File: src/rtl/output_port.sv
// Router output port: round-robin arbitration of head flits, packet lock until tail,
// and a first-word fall-through FIFO toward the link.
module output_port #(
    parameter int unsigned DEPTH = 4
) (
    input  logic        clk,
    input  logic        reset,
    input  logic [16:0] dataIn0,
    input  logic [16:0] dataIn1,
    input  logic [16:0] dataIn2,
    input  logic [16:0] dataIn3,
    input  logic [16:0] dataIn4,
    input  logic [4:0]  request,
    input  logic        readyIn,
    output logic [4:0]  grant,
    output logic        available,
    output logic        ready,
    output logic [15:0] dataOut,
    output logic        validOut
);
    localparam int unsigned NPORTS = 5;
    localparam int unsigned AW     = $clog2(DEPTH);
    localparam int unsigned CW     = AW + 1;

    typedef enum logic {IDLE, LOCKED} state_t;

    state_t        state_q, state_d;
    logic [2:0]    owner_q, owner_d;
    logic [2:0]    ptr_q, ptr_d;
    logic [16:0]   din [NPORTS];
    logic [2:0]    winner;
    logic          found;
    logic          push;
    logic          pop;
    logic [15:0]   push_data;
    logic [AW-1:0] wr_ptr_q;
    logic [AW-1:0] rd_ptr_q;
    logic [CW-1:0] count_q;
    logic [15:0]   mem [DEPTH];

    assign din[0] = dataIn0;
    assign din[1] = dataIn1;
    assign din[2] = dataIn2;
    assign din[3] = dataIn3;
    assign din[4] = dataIn4;

    function automatic logic is_head(input logic [15:0] f);
        return f[15:14] == 2'b11;
    endfunction

    function automatic logic is_tail(input logic [15:0] f);
        return f[15:14] == 2'b10;
    endfunction

    function automatic logic [2:0] next_port(input logic [2:0] p);
        return (p >= 3'd4) ? 3'd0 : p + 3'd1;
    endfunction

    // Round-robin search starting at ptr for a valid, requesting head flit
    always_comb begin
        logic [2:0] idx;
        idx    = ptr_q;
        winner = 3'd0;
        found  = 1'b0;
        for (int k = 0; k < int'(NPORTS); k++) begin
            if (!found && request[idx] && din[idx][16] && is_head(din[idx][15:0])) begin
                found  = 1'b1;
                winner = idx;
            end
            idx = next_port(idx);
        end
    end

    // Lock FSM: next state, owner/pointer update, grant and push
    always_comb begin
        state_d   = state_q;
        owner_d   = owner_q;
        ptr_d     = ptr_q;
        push      = 1'b0;
        push_data = din[owner_q][15:0];
        grant     = 5'b00000;
        case (state_q)
            IDLE: begin
                if (found) begin
                    grant = 5'b00001 << winner;
                    if (ready) begin
                        push      = 1'b1;
                        push_data = din[winner][15:0];
                        owner_d   = winner;
                        ptr_d     = next_port(winner);
                        state_d   = LOCKED;
                    end
                end
            end
            LOCKED: begin
                grant = 5'b00001 << owner_q;
                if (din[owner_q][16] && ready) begin
                    push = 1'b1;
                    if (is_tail(din[owner_q][15:0])) begin
                        state_d = IDLE;
                    end
                end
            end
            default: state_d = IDLE;
        endcase
        if (!reset) begin
            grant = 5'b00000;
            push  = 1'b0;
        end
    end

    always_ff @(posedge clk or negedge reset) begin
        if (!reset) begin
            state_q <= IDLE;
            owner_q <= 3'd0;
            ptr_q   <= 3'd0;
        end else begin
            state_q <= state_d;
            owner_q <= owner_d;
            ptr_q   <= ptr_d;
        end
    end

    assign available = (state_q == IDLE);
    assign ready     = (count_q < CW'(DEPTH));
    assign validOut  = (count_q != '0);
    assign dataOut   = validOut ? mem[rd_ptr_q] : 16'h0000;
    assign pop       = validOut & readyIn;

    // FIFO pointers and occupancy; pointers wrap naturally since DEPTH is a power of two
    always_ff @(posedge clk or negedge reset) begin
        if (!reset) begin
            wr_ptr_q <= '0;
            rd_ptr_q <= '0;
            count_q  <= '0;
        end else begin
            if (push) wr_ptr_q <= wr_ptr_q + AW'(1);
            if (pop)  rd_ptr_q <= rd_ptr_q + AW'(1);
            case ({push, pop})
                2'b10:   count_q <= count_q + CW'(1);
                2'b01:   count_q <= count_q - CW'(1);
                default: count_q <= count_q;
            endcase
        end
    end

    always_ff @(posedge clk) begin
        if (push) mem[wr_ptr_q] <= push_data;
    end

endmodule
File: config.mk
export PLATFORM = sky130hd
export DESIGN_NAME = output_port
export DESIGN_NICKNAME = d
export VERILOG_FILES = /design/src/rtl/output_port.sv
export SDC_FILE = /design/constraint.sdc
export NUM_CORES = 1
export LEC_CHECK = 0
export CAP_MARGIN = 25
export CORE_MARGIN = 4
export CORE_UTILIZATION = 37
export DETAILED_ROUTE_END_ITERATION = 10
export DONT_BUFFER_PORTS = 1
export SLEW_MARGIN = 20
export SYNTH_ARGS = -nofsm -noshare
export SYNTH_HDL_FRONTEND = slang
export SYNTH_SLANG_ARGS = --single-unit
export TNS_END_PERCENT = 10
File: constraint.sdc
create_clock -name clk -period 13.75 [get_ports clk]
set_input_delay 2.75 -clock clk [delete_from_list [all_inputs] [get_ports clk]]
set_output_delay 2.75 -clock clk [all_outputs]
set_load 0.02 [all_outputs]
==> flow_metrics.tcl <==
set metrics [dict create \
    status "completed" \
    post-route-util_pct 40.9 \
    tightest_slew_ns 0.914 \
    grtUsageTotal_pct 19.7 \
    clk-insertion-delay-late_ns 0.34 \
    cp-start-kind "input port" \
    yosys.area.top_type "edfxtp_1" \
    grt_pass1_vias 4360 \
    seq_area_frac_synth_pct 40.6 \
    worstPathArrival_ns 6.19 \
    root_buffer "clkbuf_16" \
    antenna_found_initial 2 \
    clock_path_buffers 2 \
    fin_tns_setup_ns 0 \
    cts-resized-gates 0 \
    port_buffers 0 \
    drtAntennaViolNets 0 \
    ys_ff_latch 78 \
    viasPerCell 6.58 \
    maxSlewViolCount 0 \
    clock_skew_ns 0.00555 \
    synth_most_common_cell "edfxtp_1" \
    critPathMaxFanout 32 \
    fin_crit_ns 8.94 \
    drc 0 \
    critical-path-max-stage-delay_ns 0.61 \
    synth_ff_type "edfxtp_1" \
    syn_inst 474 \
    hpwl_microns 12400 \
    setup_violations 0 \
    slowest_stage "and2_4" \
    overflow 0 \
    yosysTopAreaCellShare_pct 34.3 \
    drtPass1Iterations 5 \
    dieArea_sq_um 17200 \
    gp_congestion 0.907 \
    fp.dieH_microns 131 \
    syn2layout_area_growth_pct 7.49 \
    synth_commonest_cells "64 x edfxtp_1, 38 x nand2_1, 33 x mux4_2" \
    synth_area_sq_um 5600 \
    htree_levels 3 \
    rsz0062_at_grt "false" \
    fmax_mhz 112 \
    avgSynthCellArea_sq_um 11.8 \
    cap_violations 0 \
    hold_class "reg -> reg" \
    ys_warn_count 0 \
    die_w_microns 131 \
    cts_tree "yes" \
    slew_headroom_pct 38.9 \
    drive_gt1_share_pct 19.7 \
    synth_edf_count 64 \
    cp.required_ns 11.00 \
    path_delay_family "simple AND/OR/NAND/NOR gates" \
    fp.coreArea_sq_um 14700 \
    finalHoldViolCount 0 \
    fp-row-count 44 \
    num_vias 4246 \
    synth.area.top_cells "edfxtp_1 34%, mux4_2 13%, dfrtp_1 6.3%, mux2i_1 3.0%, ha_1 2.9%" \
    grt_max_degree 33 \
    start_util_pct 38.1 \
    drt_iter0_drc 255 \
    nFillCells 1375 \
    post_cts_buffers 0 \
    path_class "in -> out" \
    numCtsBuffers 9 \
    cts_hold_buf 0 \
    cts_num_sinks 78 \
    antenna_cells 0 \
    clk_pin_slew_ns 0.06 \
    io_pins 117 \
    cp_cell_sequence "nand4_1 > nor4_1 > or3_1 > a21oi_1 > a21o_1 > or2_1 > and2_4 > ha_1 > ha_1 > nand2_1 > a21boi_0" \
    yosysUniqueCellTypes 78 \
    syn_nets 581 \
    grt_pass1_wl_microns 25200 \
    min_period_over_period_pct 65.1 \
    path_buf_inv 0 \
    nNetsFinal 563 \
    async_reset_ff_share_pct 17.9 \
    crit_top_cell "ha_1" \
    avgRoutedWirePerCell_microns 26.2 \
    endpoint_kind "primary output" \
    drt_wl_total_microns 16900 \
]
worst reg2reg max path, stage by stage (launching register included):
cell	delay, ns
dfrtp_1	0.76
ha_1	0.42
nand2b_2	0.16
inv_1	0.06
ha_1	0.58
or4b_4	0.54
a31oi_4	0.23
mux2i_1	0.31
o21ai_0	0.14
a2111oi_0	0.53
o22a_2	0.42
and2_4	0.58
mux2i_1	0.32
o221ai_1	0.29
registers in the layout (all words and copies together), names as in the netlist:
signal	count
mem	64
count_q	3
owner_q	3
ptr_q	3
rd_ptr_q	2
wr_ptr_q	2
state_q	1
final cells by class:
cell class	instances	area (sq um)	area share [%]
clock buffer	9	225	3.74
clock inverter	7	96.3	1.60
tap	184	230	3.83
timing repair buffer	6	45.0	0.748
sequential	78	2270	37.8
inverter	14	55.1	0.915
multi-input combinational	347	3090	51.4
layout by cell type (no fill, tap or decap), types with 14 or more instances in the layout:
cell	count
a22o_1	14
and2_1	22
dfrtp_1	14
edfxtp_1	64
mux2i_1	17
mux4_2	33
nand2_1	38
nor2_1	14
o211ai_1	17
o221ai_1	14
metrics by stage:
step / hold slack, ns / setup slack [ns] / std cells / cell area, sq um
final: 0.473 / 4.81 / 645 / 6020
after floorplan: 0.446 / 5.58 / 474 / 5600
after detailed placement: 0.464 / 4.88 / 629 / 5700
after global routing: 0.506 / 4.63 / 645 / 6020
after global placement: 0.463 / 4.97 / 629 / 5700
after CTS: 0.477 / 4.87 / 645 / 6020
worst paths after layout:
path,startpoint,end,slack [ns],depth (start not counted)
min in group asynchronous,reset,owner_q[2]$_DFFE_PN0P_,2.10,0
setup reg to reg,ptr_q[0]$_DFFE_PN0P_,mem[2][9]$_DFFE_PP_,8.07,13
max in group asynchronous,reset,wr_ptr_q[1]$_DFFE_PN0P_,11.57,0
hold reg to reg,count_q[0]$_DFFE_PN0P_,count_q[0]$_DFFE_PN0P_,0.47,1
setup / recovery,dataIn4[14],grant[3],4.81,11
hold / removal,count_q[0]$_DFFE_PN0P_,count_q[0]$_DFFE_PN0P_,0.47,1
cells by family after synthesis:
family	count (synthesis)	synth area share, %
buffers and inverters	49	4.34
AO/OA/AOI/OAI	139	20.7
flip-flops	78	40.6
adder cells (fa/ha/maj)	14	3.26
XOR/XNOR	6	0.939
AND/OR/NAND/NOR	135	13.3
multiplexers	53	16.9
routing by layer:
layer / vias up / track usage (%) / share of wire, %
li1: 1862 / - / -
met2: 189 / 32.3 / 50
met5: - / 0 / 0.19
met1: 2163 / 25.0 / 41
met3: 28 / 6.79 / 7.8
met4: 4 / 5.20 / 1.3
Power is left out: the tool's default activity adds up to more than one toggle a clock period on the data nets, which glitch-free logic cannot reach.
